**src/rtl/sp_ram_param_if.sv**
```systemverilog
// sp_ram_param_if: request/response bundle for sp_ram_param.
//   en, wr, be, addr, wdata, clr  -- requester to RAM
//   rdata, rd_valid, addr_err      -- registered read response
//   busy                           -- clear engine active, requests ignored
// master: the block issuing requests; slave: the RAM.
interface sp_ram_param_if #(
    parameter int unsigned RAM_WIDTH = 16,
    parameter int unsigned ADDR_SIZE = 3
);
    localparam int unsigned NUM_BYTES = RAM_WIDTH / 8;

    logic                 en;
    logic                 wr;
    logic [NUM_BYTES-1:0] be;
    logic [ADDR_SIZE-1:0] addr;
    logic [RAM_WIDTH-1:0] wdata;
    logic                 clr;
    logic [RAM_WIDTH-1:0] rdata;
    logic                 rd_valid;
    logic                 addr_err;
    logic                 busy;

    modport master (
        output en, wr, be, addr, wdata, clr,
        input  rdata, rd_valid, addr_err, busy
    );

    modport slave (
        input  en, wr, be, addr, wdata, clr,
        output rdata, rd_valid, addr_err, busy
    );
endinterface

```
**src/rtl/sp_ram_param.sv**
```systemverilog
// sp_ram_param: synchronous single-port RAM with per-byte write enables, registered read
// path with a valid strobe, selectable read-during-write readback and a clear engine that
// zeroes the array after reset or on a clr request.
//   clk_i   -- single clock, rising edge
//   rst_ni  -- synchronous active-low reset
//   bus     -- slave side of sp_ram_param_if (request, response, busy)
// READ_MODE: 0 = no readback on write, 1 = old word returned, 2 = merged new word returned.
module sp_ram_param #(
    parameter int unsigned RAM_WIDTH = 16,
    parameter int unsigned RAM_DEPTH = 8,
    parameter int unsigned ADDR_SIZE = 3,
    parameter int unsigned READ_MODE = 0
) (
    input  logic           clk_i,
    input  logic           rst_ni,
    sp_ram_param_if.slave  bus
);
    localparam int unsigned NUM_BYTES = RAM_WIDTH / 8;
    localparam logic [ADDR_SIZE-1:0] LastCnt = ADDR_SIZE'(RAM_DEPTH - 1);
    localparam logic [ADDR_SIZE:0]   DepthW  = (ADDR_SIZE + 1)'(RAM_DEPTH);

    typedef enum logic [0:0] {StInit, StRun} state_e;

    state_e               state_q, state_d;
    logic [ADDR_SIZE-1:0] cnt_q, cnt_d;
    logic [RAM_WIDTH-1:0] rdata_q, rdata_d;
    logic                 rd_valid_q, rd_valid_d;
    logic                 addr_err_q, addr_err_d;

    logic [RAM_WIDTH-1:0] mem_q [RAM_DEPTH];

    logic                 in_range;
    logic                 accept;
    logic [RAM_WIDTH-1:0] old_word;
    logic [RAM_WIDTH-1:0] merged_word;
    logic                 mem_we;
    logic [ADDR_SIZE-1:0] mem_waddr;
    logic [RAM_WIDTH-1:0] mem_wdata;

    assign in_range = ({1'b0, bus.addr} < DepthW);
    // clr wins over a same-cycle request.
    assign accept   = (state_q == StRun) && bus.en && !bus.clr;

    // Out-of-range accesses see an all-zero word, so every readback path returns 0.
    always_comb begin
        old_word = '0;
        if (in_range) begin
            old_word = mem_q[bus.addr];
        end
        merged_word = old_word;
        for (int k = 0; k < NUM_BYTES; k++) begin
            if (bus.be[k]) begin
                merged_word[8*k +: 8] = bus.wdata[8*k +: 8];
            end
        end
    end

    // State register.
    always_ff @(posedge clk_i) begin
        if (!rst_ni) begin
            state_q    <= StInit;
            cnt_q      <= '0;
            rdata_q    <= '0;
            rd_valid_q <= 1'b0;
            addr_err_q <= 1'b0;
        end else begin
            state_q    <= state_d;
            cnt_q      <= cnt_d;
            rdata_q    <= rdata_d;
            rd_valid_q <= rd_valid_d;
            addr_err_q <= addr_err_d;
        end
    end

    // Next-state logic.
    always_comb begin
        state_d = state_q;
        cnt_d   = cnt_q;
        unique case (state_q)
            StInit: begin
                cnt_d = cnt_q + ADDR_SIZE'(1);
                if (cnt_q == LastCnt) begin
                    state_d = StRun;
                    cnt_d   = '0;
                end
            end
            StRun: begin
                if (bus.clr) begin
                    state_d = StInit;
                    cnt_d   = '0;
                end
            end
            default: begin
                state_d = StInit;
                cnt_d   = '0;
            end
        endcase
    end

    // Output / array-write logic.
    always_comb begin
        mem_we     = 1'b0;
        mem_waddr  = cnt_q;
        mem_wdata  = '0;
        rdata_d    = rdata_q;
        rd_valid_d = 1'b0;
        addr_err_d = 1'b0;
        if (state_q == StInit) begin
            mem_we = 1'b1;
        end else if (accept) begin
            addr_err_d = !in_range;
            if (bus.wr) begin
                if (in_range) begin
                    mem_we    = 1'b1;
                    mem_waddr = bus.addr;
                    mem_wdata = merged_word;
                end
                if (READ_MODE == 1) begin
                    rd_valid_d = 1'b1;
                    rdata_d    = old_word;
                end else if (READ_MODE == 2) begin
                    rd_valid_d = 1'b1;
                    rdata_d    = in_range ? merged_word : '0;
                end
            end else begin
                rd_valid_d = 1'b1;
                rdata_d    = old_word;
            end
        end
    end

    // The array is left untouched while reset is held.
    always_ff @(posedge clk_i) begin
        if (rst_ni && mem_we) begin
            mem_q[mem_waddr] <= mem_wdata;
        end
    end

    assign bus.rdata    = rdata_q;
    assign bus.rd_valid = rd_valid_q;
    assign bus.addr_err = addr_err_q;
    assign bus.busy     = (state_q == StInit);
endmodule
```
**src/flat_wrapper.sv**
```systemverilog
// flat-port wrapper written by rule: the top's interface ports become plain ports
module sp_ram_param_flat 
#(
    parameter int unsigned RAM_WIDTH = 16,
    parameter int unsigned RAM_DEPTH = 8,
    parameter int unsigned ADDR_SIZE = 3,
    parameter int unsigned READ_MODE = 0
)
  (clk_i, rst_ni, bus_en, bus_wr, bus_be, bus_addr, bus_wdata, bus_clr, bus_rdata, bus_rd_valid, bus_addr_err, bus_busy);
  sp_ram_param_if #(.RAM_WIDTH(RAM_WIDTH), .ADDR_SIZE(ADDR_SIZE)) bus_i ();
  input  logic clk_i;
  input  logic rst_ni;
  input wire logic [$bits(bus_i.en)-1:0] bus_en;
  input wire logic [$bits(bus_i.wr)-1:0] bus_wr;
  input wire logic [$bits(bus_i.be)-1:0] bus_be;
  input wire logic [$bits(bus_i.addr)-1:0] bus_addr;
  input wire logic [$bits(bus_i.wdata)-1:0] bus_wdata;
  input wire logic [$bits(bus_i.clr)-1:0] bus_clr;
  output wire logic [$bits(bus_i.rdata)-1:0] bus_rdata;
  output wire logic [$bits(bus_i.rd_valid)-1:0] bus_rd_valid;
  output wire logic [$bits(bus_i.addr_err)-1:0] bus_addr_err;
  output wire logic [$bits(bus_i.busy)-1:0] bus_busy;
  assign bus_i.en = bus_en;
  assign bus_i.wr = bus_wr;
  assign bus_i.be = bus_be;
  assign bus_i.addr = bus_addr;
  assign bus_i.wdata = bus_wdata;
  assign bus_i.clr = bus_clr;
  assign bus_rdata = bus_i.rdata;
  assign bus_rd_valid = bus_i.rd_valid;
  assign bus_addr_err = bus_i.addr_err;
  assign bus_busy = bus_i.busy;
  sp_ram_param #(.RAM_WIDTH(RAM_WIDTH), .RAM_DEPTH(RAM_DEPTH), .ADDR_SIZE(ADDR_SIZE), .READ_MODE(READ_MODE)) u_core (.clk_i(clk_i), .rst_ni(rst_ni), .bus(bus_i));
endmodule
```
**config.mk**
```make
export PLATFORM = sky130hd
export DESIGN_NAME = sp_ram_param_flat
export DESIGN_NICKNAME = d
export VERILOG_FILES = /design/src/rtl/sp_ram_param_if.sv /design/src/rtl/sp_ram_param.sv /design/src/flat_wrapper.sv
export SDC_FILE = /design/constraint.sdc
export NUM_CORES = 1
export LEC_CHECK = 0
export BUFFER_PORTS_ARGS = -buffer_cell sky130_fd_sc_hd__buf_2
export CORE_MARGIN = 2
export CORE_UTILIZATION = 60
export CTS_CLUSTER_DIAMETER = 30
export DETAILED_ROUTE_END_ITERATION = 10
export PLACE_DENSITY = 0.88
export SYNTH_ARGS = -nofsm -noshare
export SYNTH_HDL_FRONTEND = slang
export SYNTH_SLANG_ARGS = --single-unit
export TNS_END_PERCENT = 20
```
**constraint.sdc**
```tcl
create_clock -name clk_i -period 4.1 [get_ports clk_i]
set_clock_uncertainty 0.2 [all_clocks]
set_input_delay 0.82 -clock clk_i [delete_from_list [all_inputs] [get_ports clk_i]]
set_output_delay 0.82 -clock clk_i [all_outputs]
set_load 0.02 [all_outputs]
```
### Word-level counts from Yosys, hierarchy flattened

Memory sizes are Yosys's and may differ from the RTL's.
Index checks and enable logic that the tools add are counted.

* register bits after elaboration: 21
* latch bits: 0
* RAM bits: 128
* ROM bits: 0
* bits of input ports: 26
* output and inout bits: 19
* word-level logic and storage cells: 36
* memories: 1

Memory list
* u_core.mem_q: depth 8, bits a word 16, rd ports 1, clocked after Yosys merged registers in 0, wr ports 1, RTL line sp_ram_param.sv:30 `logic [RAM_WIDTH-1:0] mem_q [RAM_DEPTH];`

* $add $sub $neg: 1
* $mul: 0
* divide/modulo/power cells: 0
* magnitude comparators: 0
* equal/unequal tests: 2
* shift-type cells: 0
* multiplexer cells: 20
* bitwise operators: 2
* reductions and logical operators: 6

Operators by type and width (count)
* two-way mux 16 bit: 3
* two-way mux 8 bit: 2
* two-way mux 3 bit: 5
* two-way mux 1 bit: 8
* case mux 3 bit (2 select lines): 1
* AND reduction 3 bit: 2
* adder 3 x 1 -> 3 bit, second input constant: 1
* == test 3 bit, second input constant: 1
* logical AND 1 bit: 3
* != test 2 bit, second input constant: 1
* inverter 1 bit: 2
* case mux 1 bit (2 select lines): 1
* logical NOT 1 bit: 1

### Logic depth before layout (Yosys ltp)

* depth after elaboration: 7
* gate-level depth with buffers: 6
* mapped depth without buffers: 5

### Worst setup path after synthesis

No wires, ideal clock.

* kind: input to register
* start point: in bus_clr
* end point: mem u_core.mem_q[7][0], enable pin
* setup time: 0.409 ns
* data arrival time: 2.663 ns
* data required time: 3.491 ns
* path slack: 0.828 ns
* stages: 5
* path buffers: 1
* path through: nand4b_1 > buf_4 > mux2i_1 > nand2b_1 > nor3_1

* cells in the longest elaborated chain, start to end: 7
* elaborated cells on any way between the ends: 9
* classes of those cells: mux: 6; reduce/logical: 3

RTL lines
* from (decl): RTL line flat_wrapper.sv:18 `input wire logic [$bits(bus_i.clr)-1:0] bus_clr;`
* logical NOT 1 bit (*): RTL line sp_ram_param.sv:42 `assign accept = (state_q == StRun) && bus.en && !bus.clr;`
* logical AND 1 bit (*): RTL line sp_ram_param.sv:42
* two-way mux 1 bit: RTL line sp_ram_param.sv:110 `end else if (accept) begin`
* two-way mux 1 bit: RTL line sp_ram_param.sv:108 `if (state_q == StInit) begin`
* logical AND 1 bit: RTL line sp_ram_param.sv:134 `if (rst_ni && mem_we) begin`
* two-way mux 1 bit: RTL line sp_ram_param.sv:134
* two-way mux 1 bit (not written as such): RTL line sp_ram_param.sv:135 `mem_q[mem_waddr] <= mem_wdata;`
* to (decl): RTL line sp_ram_param.sv:30

Every way passes the cells marked *; elsewhere a longest branch is shown, timed or not.

### Final worst setup path

* start point: in bus_addr[0]
* end point: mem u_core.mem_q[3][14], data pin

* cells in the longest elaborated chain, start to end: 5

RTL lines
* from (decl): RTL line flat_wrapper.sv:16 `input wire logic [$bits(bus_i.addr)-1:0] bus_addr;`
* memory (8 x 16 bit)
* two-way mux 8 bit: RTL line sp_ram_param.sv:52 `if (bus.be[k]) begin`
* two-way mux 16 bit: RTL line sp_ram_param.sv:112 `if (bus.wr) begin`
* two-way mux 16 bit: RTL line sp_ram_param.sv:110
* two-way mux 16 bit: RTL line sp_ram_param.sv:108
* net u_core.mem_wdata[14]: RTL line sp_ram_param.sv:38 `logic [RAM_WIDTH-1:0] mem_wdata;`

The timed path passes the listed nets, and every way through them passes these cells.

==> summary.md <==
| Metric | Value |
|---|---|
| Status | `finished, final reports clean` |
| CTS tree | `done` |
| Residual DRC | `0` |
| Top cells by area, synth | `edfxtp_1 (63%), dfxtp_1 (6.8%), mux2i_1 (6.4%)` |
| Post-synthesis cell count | `approximately 380` |
| Placed instance area | `roughly 6500 um^2` |
| Synth Warn # | `0` |
| Design area | `just over 7000 um^2` |
| Final setup margin | `about 1.5 ns` |
| Root buf cell | `clkbuf_8` |
| Routed vias | `~3600` |
| # Post-CTS Setup Buffers | `0` |
| PD cells | `481 nW/um^2` |
| Switching Share | `0.209` |
| Crit path launch type | `input pin` |
| Worst slack, placed | `about 1.0 ns` |
| Wire per inst | `around 24 um` |
| Floorplan die height | `around 110 um` |
| Starting DRC count in detailed routing | `around 260` |
| Rel. slew slack | `0.390` |
| Total CTS buffers | `17` |
| Comb power frac | `0.055` |
| Crit Path Max Fanout | `32` |
| Mean number of vias per cell | `about 6.2` |
| Sequential-to-total area share from yosys stat | `0.694` |
| Crit path capture type | `flop` |
| Die Wd | `roughly 110 um` |
| Clk pwr share | `0.458` |
| Syn nets | `just over 400` |
| Worst-path cell chain | `buf_2, buf_12, mux2i_1, a22oi_1, o221ai_2, a211oi_2` |
| Clock Sinks | `~150` |
| CP arrival | `approximately 2.6 ns` |
| WS Path Type | `input pin to flop` |
| CP Data Required Time | `about 4.1 ns` |
| Share of cells above drive strength 1 | `0.341` |
| Routed Antenna Nets | `0` |
| Inserted Diodes | `0` |
| Area delta synth->final | `16.2%` |
| Final Max Slew Viols | `0` |
| Maximum vdd ir drop | `roughly 280 uV` |
| Final Cycle Share | `0.630` |
| Site Rows | `36` |
| Vias in the first global route | `approximately 3800` |
| Post-synth cell types | `35` |
| First drt pass iteration count | `4` |
| Worst-path clk slew | `around 0.060 ns` |
| First-pass GRT wire length | `~21 mm` |
| Synth Flop Type | `edfxtp_1` |
| Buffers added on ports | `43` |
| Total GRT Usage | `0.262` |
| Final Critical Period | `approximately 2.6 ns` |
| GPL Wtd Cong | `around 0.77` |
| Cell taking the most area after synthesis | `edfxtp_1` |
| Sequential fraction of design power | `0.487` |
| Dpl hpwl | `7.98 mm` |
| Fill cell count | `between 500 and 600` |
| Io pins | `45` |
| Final Util | `0.723` |
| Antenna violations before repair | `0` |
| Post-synth EDFFs | `~130` |
| HP Class | `flop to flop` |
| FF+latch count, synth | `about 150` |
| Die ar. | `11100 um^2` |
| Cts repair resizes | `0` |
| Largest net degree at the start of global routing | `34` |
| Finish-stage setup viols | `0` |
| Fraction of registers with async set/reset | `0` |
| Setup TNS | `0 ns` |
| Worst-Skew Late Latency | `0.51 ns` |
| Slowest cell on the critical path | `a211oi_2` |
| # hold bufs at CTS | `0` |
| Power, Total | `roughly 3400 uW` |
| Max-cap viol count | `0` |
| Max Buffers Root-to-Sink | `2` |
| Avg Cell Area, Syn | `16.2 um^2` |
| Leakage power total | `around 0.0028 uW` |
| H-tree levels | `4` |
| Initial Util | `0.623` |
| Post-synth top area share | `0.626` |
| Net Sw Power | `717 uW` |
| Post-Syn Area | `just over 6000 um^2` |
| Crit path largest cell delay | `between 0.5 and 0.6 ns` |
| Final hold vios | `0` |
| Layout Nets | `approximately 460` |
| Remaining Overflow, GRT | `0` |
| RSZ-0062 raised after global routing | `false` |
| Slew @ Worst Pin | `0.913 ns` |
| Core area | `a little under 10000 um^2` |
| Final WL | `between 10 and 15 mm` |
| Int Power | `about 2700 uW` |
| Max frequency | `between 300 and 400 MHz` |
-- per-layer routing --
layer | vias up | GRT usage | wire length, um
met5 | - | 0 | 0
met4 | 0 | 0.112 | 288
met3 | 22 | 0.0655 | 906
met2 | 157 | 0.415 | 6800
met1 | 1814 | 0.345 | 5690
li1 | 1613 | - | -
-- area by class of cell --
class / instances / area (um^2) / share of cell area
multi-input combinational: 202 / 1720 / 0.241
tap: 133 / 166 / 0.0233
clock buffer: 19 / 422 / 0.0591
clock inverter: 13 / 181 / 0.0254
timing repair buffer: 62 / 370 / 0.0519
inverter: 4 / 15.0 / 0.00210
sequential: 149 / 4260 / 0.597
-- stage by stage --
stage               std cells  hold slack (ns)
CTS                       582            0.341
global placement          550            0.314
detailed placement        550            0.322
global route              582            0.363
floorplan                 378            0.328
finish                    582            0.336
-- worst paths after layout --
| kind | start | end | slack [ns] | cells after the start |
|---|---|---|---|---|
| max | bus_addr[0] | u_core.mem_q[3][14]$_DFFE_PP_ | 1.52 | 6 |
| min | u_core.bus.rdata[2]$_SDFFE_PN0P_ | u_core.bus.rdata[2]$_SDFFE_PN0P_ | 0.34 | 2 |
| max reg2reg | u_core.state_q$_SDFF_PN0_ | u_core.mem_q[5][7]$_DFFE_PP_ | 1.66 | 6 |
| min reg2reg | u_core.bus.rdata[2]$_SDFFE_PN0P_ | u_core.bus.rdata[2]$_SDFFE_PN0P_ | 0.34 | 2 |
-- flip-flops by register name, summed over array words and instances (netlist names) --
register and flops:
u_core.mem_q 128, u_core.bus.rdata 16, u_core.cnt_q 3, u_core.bus.rd_valid 1
u_core.state_q 1
-- cells in the final DEF, fill, tap and decap left out, drive strengths merged --
cell,n
edfxtp,128
buf,62
mux2i,39
mux2,29
nor2,23
dfxtp,21
clkbuf,19
a21oi,18
a211oi,16
o21ai,16
a22oi,16
o221ai,13
nor2b,5
inv,5
nand2b,4
bufinv,4
clkinvlp,4
clkinv,4
nand2,3
nand3,3
o211ai,3
nor3,3
and3,2
ha,2
nand4b,1
nand3b,1
a21boi,1
nor4b,1
a31oi,1
and2,1
conb,1
-- power groups by stage --
stage / registers (uW) / logic, uW / clock network, uW
after CTS: 1670 / 189 / 1580
after global placement: 1700 / 181 / 0
final: 1670 / 190 / 1570
after global routing: 1670 / 203 / 1640
after floorplan: 1700 / 129 / 0
after detailed placement: 1700 / 187 / 0
-- cells in the mapped netlist (all sizes together) (3+ instances only) --
library cell,number
edfxtp,128
clkbuf,7
nor2b,5
o21ai,16
mux2i,39
o211ai,3
a22oi,16
inv,4
o221ai,13
a21oi,18
nor2,23
dfxtp,21
mux2,29
nand2b,4
buf,16
nand2,3
a211oi,16
nor3,3
nand3,3
-- logic make-up (layout without fill, tap and decap cells) --
group | after synthesis | count (layout) | share of synthesized area
adder cells (fa/ha/maj) | 2 | 2 | 0.00407
AO/OA/AOI/OAI | 84 | 84 | 0.117
buffers and inverters | 27 | 98 | 0.0277
AND/OR/NAND/NOR | 47 | 47 | 0.0395
other | 1 | 1 | 0.000611
multiplexers | 68 | 68 | 0.117
flip-flops | 149 | 149 | 0.694
-- worst max-delay path: cells and delay by family --
family,cells,cell delay (ns)
compound gates,3,0.99
buf+inv,2,0.64
mux,1,0.14
(Power assumes the default switching activity.)
